==> src/rtl/uart_rx.sv <==
// UART receiver: 2-flop synchronized line, mid-bit sampling, optional parity,
// single stop bit checked at mid-bit so back-to-back frames are not lost.
module uart_rx #(
  parameter int DATA_BITS    = 8,
  parameter int CLKS_PER_BIT = 16,
  parameter int PARITY_EN    = 0,
  parameter int PARITY_ODD   = 0
) (
  input  logic                 clk,
  input  logic                 rst,
  input  logic                 Rx,
  input  logic                 BIST_Mode,
  output logic [DATA_BITS-1:0] Rx_Data,
  output logic                 Data_Rdy,
  output logic                 Framing_Err,
  output logic                 Parity_Err,
  output logic                 Rx_Busy
);

  localparam int CW = $clog2(CLKS_PER_BIT);
  localparam int IW = (DATA_BITS > 1) ? $clog2(DATA_BITS) : 1;
  localparam logic [CW-1:0] HALF_LAST = CW'(CLKS_PER_BIT / 2 - 1);
  localparam logic [CW-1:0] BIT_LAST  = CW'(CLKS_PER_BIT - 1);
  localparam logic [IW-1:0] IDX_LAST  = IW'(DATA_BITS - 1);
  localparam logic          ODD_BIT   = (PARITY_ODD != 0);

  typedef enum logic [2:0] {
    IDLE   = 3'd0,
    START  = 3'd1,
    DATA   = 3'd2,
    PARITY = 3'd3,
    STOP   = 3'd4
  } state_t;

  state_t                 state_r, state_nxt;
  logic                   rx_meta_r, rx_s;
  logic [CW-1:0]          cnt_r, cnt_nxt;
  logic [IW-1:0]          idx_r, idx_nxt;
  logic [DATA_BITS-1:0]   shift_r;
  logic                   par_bit_r;
  logic                   take_data_s, take_par_s, take_stop_s;
  logic                   frame_err_s, par_mis_s;

  function automatic logic xor_reduce(input logic [DATA_BITS-1:0] d);
    return ^d;
  endfunction

  assign frame_err_s = ~rx_s;
  assign par_mis_s   = (PARITY_EN != 0) ? (par_bit_r != (xor_reduce(shift_r) ^ ODD_BIT)) : 1'b0;

  // Two-flop synchronizer, idles high so reset never looks like a start bit.
  always_ff @(posedge clk) begin
    if (rst) begin
      rx_meta_r <= 1'b1;
      rx_s      <= 1'b1;
    end else begin
      rx_meta_r <= Rx;
      rx_s      <= rx_meta_r;
    end
  end

  // State, bit-timer and bit-index registers.
  always_ff @(posedge clk) begin
    if (rst) begin
      state_r <= IDLE;
      cnt_r   <= '0;
      idx_r   <= '0;
    end else begin
      state_r <= state_nxt;
      cnt_r   <= cnt_nxt;
      idx_r   <= idx_nxt;
    end
  end

  // Next-state logic and sampling strobes; BIST_Mode aborts any frame in flight.
  always_comb begin
    state_nxt   = state_r;
    cnt_nxt     = cnt_r;
    idx_nxt     = idx_r;
    take_data_s = 1'b0;
    take_par_s  = 1'b0;
    take_stop_s = 1'b0;
    case (state_r)
      IDLE: begin
        if (!BIST_Mode && !rx_s) begin
          state_nxt = START;
          cnt_nxt   = '0;
        end else begin
          state_nxt = IDLE;
        end
      end
      START: begin
        if (BIST_Mode) begin
          state_nxt = IDLE;
        end else if (cnt_r == HALF_LAST) begin
          cnt_nxt = '0;
          idx_nxt = '0;
          if (!rx_s) begin
            state_nxt = DATA;
          end else begin
            state_nxt = IDLE;
          end
        end else begin
          cnt_nxt = cnt_r + CW'(1);
        end
      end
      DATA: begin
        if (BIST_Mode) begin
          state_nxt = IDLE;
        end else if (cnt_r == BIT_LAST) begin
          take_data_s = 1'b1;
          cnt_nxt     = '0;
          idx_nxt     = idx_r + IW'(1);
          if (idx_r == IDX_LAST) begin
            state_nxt = (PARITY_EN != 0) ? PARITY : STOP;
          end else begin
            state_nxt = DATA;
          end
        end else begin
          cnt_nxt = cnt_r + CW'(1);
        end
      end
      PARITY: begin
        if (BIST_Mode) begin
          state_nxt = IDLE;
        end else if (cnt_r == BIT_LAST) begin
          take_par_s = 1'b1;
          cnt_nxt    = '0;
          state_nxt  = STOP;
        end else begin
          cnt_nxt = cnt_r + CW'(1);
        end
      end
      STOP: begin
        if (BIST_Mode) begin
          state_nxt = IDLE;
        end else if (cnt_r == BIT_LAST) begin
          take_stop_s = 1'b1;
          cnt_nxt     = '0;
          state_nxt   = IDLE;
        end else begin
          cnt_nxt = cnt_r + CW'(1);
        end
      end
      default: begin
        state_nxt = IDLE;
        cnt_nxt   = '0;
        idx_nxt   = '0;
      end
    endcase
  end

  // Shift register, parity capture and registered outputs.
  always_ff @(posedge clk) begin
    if (rst) begin
      shift_r     <= '0;
      par_bit_r   <= 1'b0;
      Rx_Data     <= '0;
      Data_Rdy    <= 1'b0;
      Framing_Err <= 1'b0;
      Parity_Err  <= 1'b0;
      Rx_Busy     <= 1'b0;
    end else begin
      Data_Rdy <= 1'b0;
      Rx_Busy  <= (state_nxt != IDLE);
      if (take_data_s) begin
        shift_r <= {rx_s, shift_r[DATA_BITS-1:1]};
      end
      if (take_par_s) begin
        par_bit_r <= rx_s;
      end
      if (take_stop_s) begin
        Framing_Err <= frame_err_s;
        Parity_Err  <= par_mis_s;
        if (!frame_err_s && !par_mis_s) begin
          Rx_Data  <= shift_r;
          Data_Rdy <= 1'b1;
        end
      end
    end
  end

endmodule

==> config.mk <==
export PLATFORM = sky130hd
export DESIGN_NAME = uart_rx
export DESIGN_NICKNAME = d
export VERILOG_FILES = /design/src/rtl/uart_rx.sv
export SDC_FILE = /design/constraint.sdc
export NUM_CORES = 1
export LEC_CHECK = 0
export ABC_AREA = 1
export CAP_MARGIN = 20
export CORE_MARGIN = 2
export CORE_UTILIZATION = 60
export DETAILED_ROUTE_END_ITERATION = 10
export DONT_BUFFER_PORTS = 1
export PLACE_DENSITY = 0.83
export SKIP_CTS_REPAIR_TIMING = 1
export SLEW_MARGIN = 5
export SYNTH_ARGS = -nofsm -noshare
export SYNTH_HDL_FRONTEND = slang
export SYNTH_SLANG_ARGS = --single-unit
==> constraint.sdc <==
create_clock -name clk -period 3 [get_ports clk]
set_clock_uncertainty 0.1 [all_clocks]
set_input_delay 0.3 -clock clk [delete_from_list [all_inputs] [get_ports clk]]
set_output_delay 0.3 -clock clk [all_outputs]
set_load 0.01 [all_outputs]
==> qor.yml, run 1 <==
synth_most_common_cell: "nand2_1"
via_count: 1295
root_buffer: "clkbuf_4"
antenna_cells: 0
routabilityCongestion: 0.8366
grt_usage_pct: 23.54
numCtsBuffers: 5
grt-ovfl-total: 0
max_cap_viol_count: 0
detail_route.wl_per_cell_um: 12.47
slew_violations: 0
syn_to_final_growth_pct: 6.920
clk_pin_slew_ps: 100
critPathCaptureType: "register"
drive_gt1_share_pct: 11.71
routed_wl_um: 2906
final-hold-violation-count: 0
seq_area_frac_synth_pct: 42.91
async_reset_ff_share_pct: 0
dr.pass1.iters: 4
synthMuxAreaShare_pct: 0
antenna_found_initial: 0
cts.sinks: 31
hold_class: "in2reg"
dpl.hpwl_um: 2071
std_cell_rows: 17
rsz0062_at_grt: "no"
outcome: "finished, final reports clean"
path_max_fanout: 12
utilization_pct: 68.59
ant_nets: 0
clk_latency_ps: 330
synth_top_area_share_pct: 42.91
leakage_uw: 0.0008074
synth_cell_type_count: 27
synthAdderAreaFrac_pct: 2.595
cts_buffer_depth: 2
grt_pass1_wl_um: 4705
ys_warn_count: 0
syn_nets: 207
period_share_pct: 63.14
core_um2: 2255
dieArea_um2: 2820
initial_utilization_pct: 64.15
io_pins: 16
finalSetupTns_ps: 0
powerDensity_nw_per_um2: 471.6
report.final.setup_viol: 0
postSynthAreaPerCell_um2: 7.232
cp_data_arrival_time_ps: 2030
post_dp_cell_area_um2: 1454
drt_iter0_drc: 24
drc: 0
chipHeight_um: 53.10
die_x_um: 53.10
ir_drop_mv: 0.4014
final_cell_area_um2: 1546
critPathKind: "reg2reg"
nets: 211
io_buffers: 0
synth-seq-cells: 31
cts_tree: "done"
synth.area.top_cells: "dfxtp_1, nand2_1, nand3_1, nor2_1, inv_1"
vias_per_cell: 5.558
tightest_slew_ps: 642.8
synth_simple_gate_area_share_pct: 39.10
synth_top_family_by_area: "simple AND/OR/NAND/NOR gates"
synth_edf_count: 0
cp.required_ps: 3130
synth_xor_area_share_pct: 0
clock.fmax_ghz: 0.5279
synth_area_um2: 1446
grt_pass1_vias: 1148
ys.flop_type: "dfxtp_1"
synthCells: 200
startpoint_type: "register"
yosys.area.top_type: "dfxtp_1"
period_needed_ps: 1894
relSlewSlack_pct: 57.10
grt_max_degree: 25
synth_compound_area_share_pct: 7.266
htreeDepth: 2
synth_common_cells: "nand2_1, dfxtp_1, nand3_1"
-- cells in the final DEF, fill, tap and decap left out, drive strengths merged --
master       count
a211oi           1
a21oi            5
clkbuf           7
clkinvlp         1
conb             1
dfxtp           31
dlygate4sd3      2
ha               3
inv             23
nand2           50
nand3           33
nand3b           1
nand4            4
nor2            28
o211a            1
o21ai           11
or2              3
-- where the power goes --
group / total [uW] / internal [uW] / leakage (uW) / switching (uW)
clock network: 285 / 137 / 0.0000375 / 148
logic: 25.7 / 8.61 / 0.000519 / 17.1
registers: 419 / 415 / 0.000250 / 4.24
-- cell type report --
class / count / area, um2
repair buffers: 2 / 20.02
flip-flops and latches: 31 / 620.6
fillers: 191 / 708.2
inverters: 23 / 86.33
multi-input cells: 141 / 711.9
well taps: 28 / 35.03
clock buffers: 7 / 65.06
clock inverters: 1 / 7.507
-- logic make-up after synthesis --
| family | count (synthesis) |
|---|---|
| other cells | 1 |
| compound gates | 18 |
| fa+ha+maj | 3 |
| buf+inv | 28 |
| simple gates | 119 |
| flops | 31 |
-- layer usage --
| layer | vias up | track usage [%] | routed length (um) |
|---|---|---|---|
| li1 | 646 | - | - |
| met1 | 599 | 28.19 | 1345 |
| met2 | 44 | 37.71 | 1320 |
| met3 | 6 | 10.45 | 206 |
| met4 | 0 | 7.265 | 34 |
| met5 | - | 0 | 0 |
-- sequential cells by signal, summed over array words and instances (netlist names) --
name / count
state_r: 3
Rx_Busy: 1
rx_s: 1
Framing_Err: 1
idx_r: 3
Data_Rdy: 1
rx_meta_r: 1
shift_r: 8
cnt_r: 4
Rx_Data: 8
-- stage by stage --
stage | hold WS, ps | std cells | power (uW) | setup WS, ps
global route | 59.51 | 233 | 752.8 | 959.6
CTS | -75.78 | 231 | 727.3 | 1144
global placement | 272.6 | 223 | 448.8 | 1241
detailed placement | 275.8 | 223 | 450.0 | 1204
finish | 69.51 | 233 | 729.3 | 1106
floorplan | 269.1 | 200 | 446.7 | 1575
-- path summary, 6_finish.rpt --
path | from | to | slack, ps | cells past startpoint
max | cnt_r[0]$_SDFFE_PP0P_ | shift_r[2]$_SDFFE_PP0P_ | 1110 | 8
min | rst | state_r[1]$_SDFF_PP0_ | 70 | 3
max reg2reg | cnt_r[0]$_SDFFE_PP0P_ | shift_r[2]$_SDFFE_PP0P_ | 1110 | 8
min reg2reg | rx_meta_r$_SDFF_PP1_ | rx_s$_SDFF_PP1_ | 330 | 1
-- critical path: stages (launching register included) --
cell	delay, ps
dfxtp_1	400
ha_1	270
nand2_2	100
inv_1	80
nand3_2	110
nor2_2	330
inv_1	210
nor2_1	140
nor2_1	50
Note: power is estimated with default switching activity, not from simulation.
==> inputs of run 2 (changes only) <==
- CORE_UTILIZATION: 60 -> 55
- PLACE_DENSITY: 0.83 -> 0.8
- clock period: 3 -> 1.7 ns (I/O delays scaled with it)
==> qor.yml, run 2 (synthesis gave the netlist of run 1 again) <==
critPathKind: "reg2reg"  # unchanged
htreeDepth: 2  # unchanged
holdPathStages: 5  # was 3
dr.pass1.iters: 5  # was 4
path_max_fanout: 10  # was 12
initial_utilization_pct: 58.38  # was 64.15%
ant_nets: 0  # unchanged
cp_top_family: "simple AND/OR/NAND/NOR gates"  # unchanged
hold_end: "state_r[0]$_SDFF_PP0_"  # was state_r[1]$_SDFF_PP0_
top_regs: "Rx_Data: 8 flops, shift_r: 8 flops, cnt_r: 4 flops"  # unchanged
critPathCaptureType: "register"  # unchanged
dpl.hpwl_um: 2058  # was 2071 um
die_x_um: 55.28  # was 53.10 um
timing.critical_path.cells: "ha_4, nand2_2, inv_1, nand3_2, nor2_4, nand2_4, nor2_8, nand2_1, nand2_1"  # was ha_1, nand2_2, inv_1, nand3_2, nor2_2, inv_1, nor2_1, nor2_1
cp_slowest_cell: "dfxtp_2"  # was dfxtp_1
syn_to_final_growth_pct: 8.218  # was 6.920%
routabilityCongestion: 0.8631  # was 0.8366
drt_iter0_drc: 49  # was 24
grt-ovfl-total: 0  # unchanged
leakage_uw: 0.0008119  # was 0.0008074 uW
period_needed_ps: 1536  # was 1894 ps
antenna_cells: 0  # unchanged
min_from: "BIST_Mode"  # was rst
powerDensity_nw_per_um2: 779.0  # was 471.6 nW/um2
ir_drop_mv: 0.6889  # was 0.4014 mV
clock.fmax_ghz: 0.6509  # was 0.5279 GHz
period_share_pct: 90.37  # was 63.14%
grt_max_degree: 25  # unchanged
cp.required_ps: 1880  # was 3130 ps
fin_ws_ps: 163.8  # was 1106 ps
crit_buf_inv: 1  # was 2
finalSetupTns_ps: 0  # unchanged
detail_route.wl_per_cell_um: 12.40  # was 12.47 um
cp_data_arrival_time_ps: 1720  # was 2030 ps
drive_gt1_share_pct: 13.11  # was 11.71%
core_um2: 2477  # was 2255 um2
critical-path-max-stage-delay_ps: 390  # was 400 ps
reg2reg_depth: 9  # was 8
dpl_worst_slack_ps: 72.26  # was 1204 ps
antenna_found_initial: 0  # unchanged
cts_buffer_depth: 2  # unchanged
cts.sinks: 31  # unchanged
clk_latency_ps: 330  # about the same
whs_ps: 99.33  # was 69.51 ps
cts_tree: "done"  # unchanged
slew_violations: 0  # unchanged
r2r-start: "cnt_r[0]$_SDFFE_PP0P_"  # unchanged
grt_pass1_vias: 1251  # was 1,148
fillers: 230  # was 191
r2r_slack_ps: 160  # was 1110 ps
clk_pin_slew_ps: 90  # was 100 ps
tightest_slew_ps: 633.2  # was 642.8 ps
final-hold-violation-count: 0  # unchanged
via_count: 1285  # was 1,295
nets: 213  # was 211
relSlewSlack_pct: 57.74  # was 57.10%
outcome: "finished, final reports clean"  # unchanged
grt_pass1_wl_um: 5181  # was 4705 um
routed_wl_um: 2926  # was 2906 um
chipHeight_um: 55.28  # was 53.10 um
root_buffer: "clkbuf_4"  # unchanged
layout_common_cells: "nand2_1, nand3_1, dfxtp_1"  # was nand2_1, dfxtp_1, nand3_1
io_buffers: 0  # unchanged
hold_class: "in2reg"  # unchanged
vias_per_cell: 5.445  # was 5.558
rsz0062_at_grt: "no"  # unchanged
drc: 0  # unchanged
max_cap_viol_count: 0  # unchanged
startpoint_type: "register"  # unchanged
io_pins: 16  # unchanged
r2r_end: "Rx_Data[1]$_SDFFE_PP0P_"  # was shift_r[2]$_SDFFE_PP0P_
std_cell_rows: 18  # was 17
final_common_cell: "nand2_1"  # unchanged
numCtsBuffers: 5  # unchanged
dieArea_um2: 3056  # was 2820 um2
grt_usage_pct: 20.91  # was 23.54%
report.final.setup_viol: 0  # unchanged
cpMostUsedCell: "nand2_1"
power_uw: 1219  # was 729.3 uW
-- run 2: cell count changes in the layout (fill, tap and decap cells not counted), sizes merged --
cell         before  now
clkbuf            7    6
buf               0    1
clkinv            0    1
dlygate4sd3       2    3
clkinvlp          1    0
-- run 2: how the worst max path moves through the flow --
stage	from	endpoint	slack [ps]	cells past startpoint
finish	cnt_r[0]$_SDFFE_PP0P_	Rx_Data[1]$_SDFFE_PP0P_	160	9
global route	cnt_r[0]$_SDFFE_PP0P_	Rx_Data[2]$_SDFFE_PP0P_	50	9
CTS	cnt_r[1]$_SDFFE_PP0P_	Rx_Data[7]$_SDFFE_PP0P_	50	9
detailed placement	cnt_r[1]$_SDFFE_PP0P_	Rx_Data[1]$_SDFFE_PP0P_	70	9
global placement	cnt_r[0]$_SDFFE_PP0P_	Rx_Data[1]$_SDFFE_PP0P_	130	9
floorplan	cnt_r[0]$_SDFFE_PP0P_	Rx_Data[1]$_SDFFE_PP0P_	270	9
-- run 2: tightest hold or removal path: stages --
cell and delay (ps):
nor2_1 40, nand3_1 70, nand3_1 80, nand2_1 80, inv_1 40
-- run 2: layout make-up --
cell class              count  area (um2)  area share (%)
clock buffers               6       51.30           3.277
clock inverters             1       5.005          0.3197
inverters                  23       86.33           5.516
multi-input cells         141       724.4           46.28
flip-flops and latches     31       623.1           39.81
well taps                  30       37.54           2.398
repair buffers              4       37.54           2.398
-- run 2: layer usage --
metal | wire [um] | track usage, % | share of wire [%] | vias to the layer above
met4 | 46 | 8.362 | 1.6 | 0
met5 | 0 | 0 | 0 | -
met2 | 1341 | 33.16 | 46 | 45
met1 | 1366 | 25.63 | 47 | 579
li1 | - | - | - | 656
met3 | 170 | 7.728 | 5.8 | 5
-- run 2: power breakdown --
group	switching (uW)	internal (uW)
Sequential	8.24	732
Combinational	30.6	18.1
Clock	239	191
-- run 2: stage by stage --
| step | instance area, um2 | cells | utilization [%] |
|---|---|---|---|
| after floorplan | 1446 | 200 | - |
| after global placement | 1464 | 226 | 59.09 |
| after detailed placement | 1464 | 226 | 59.09 |
| after CTS | 1520 | 233 | 61.36 |
| after global routing | 1565 | 236 | 63.18 |
| final | 1565 | 236 | 63.18 |
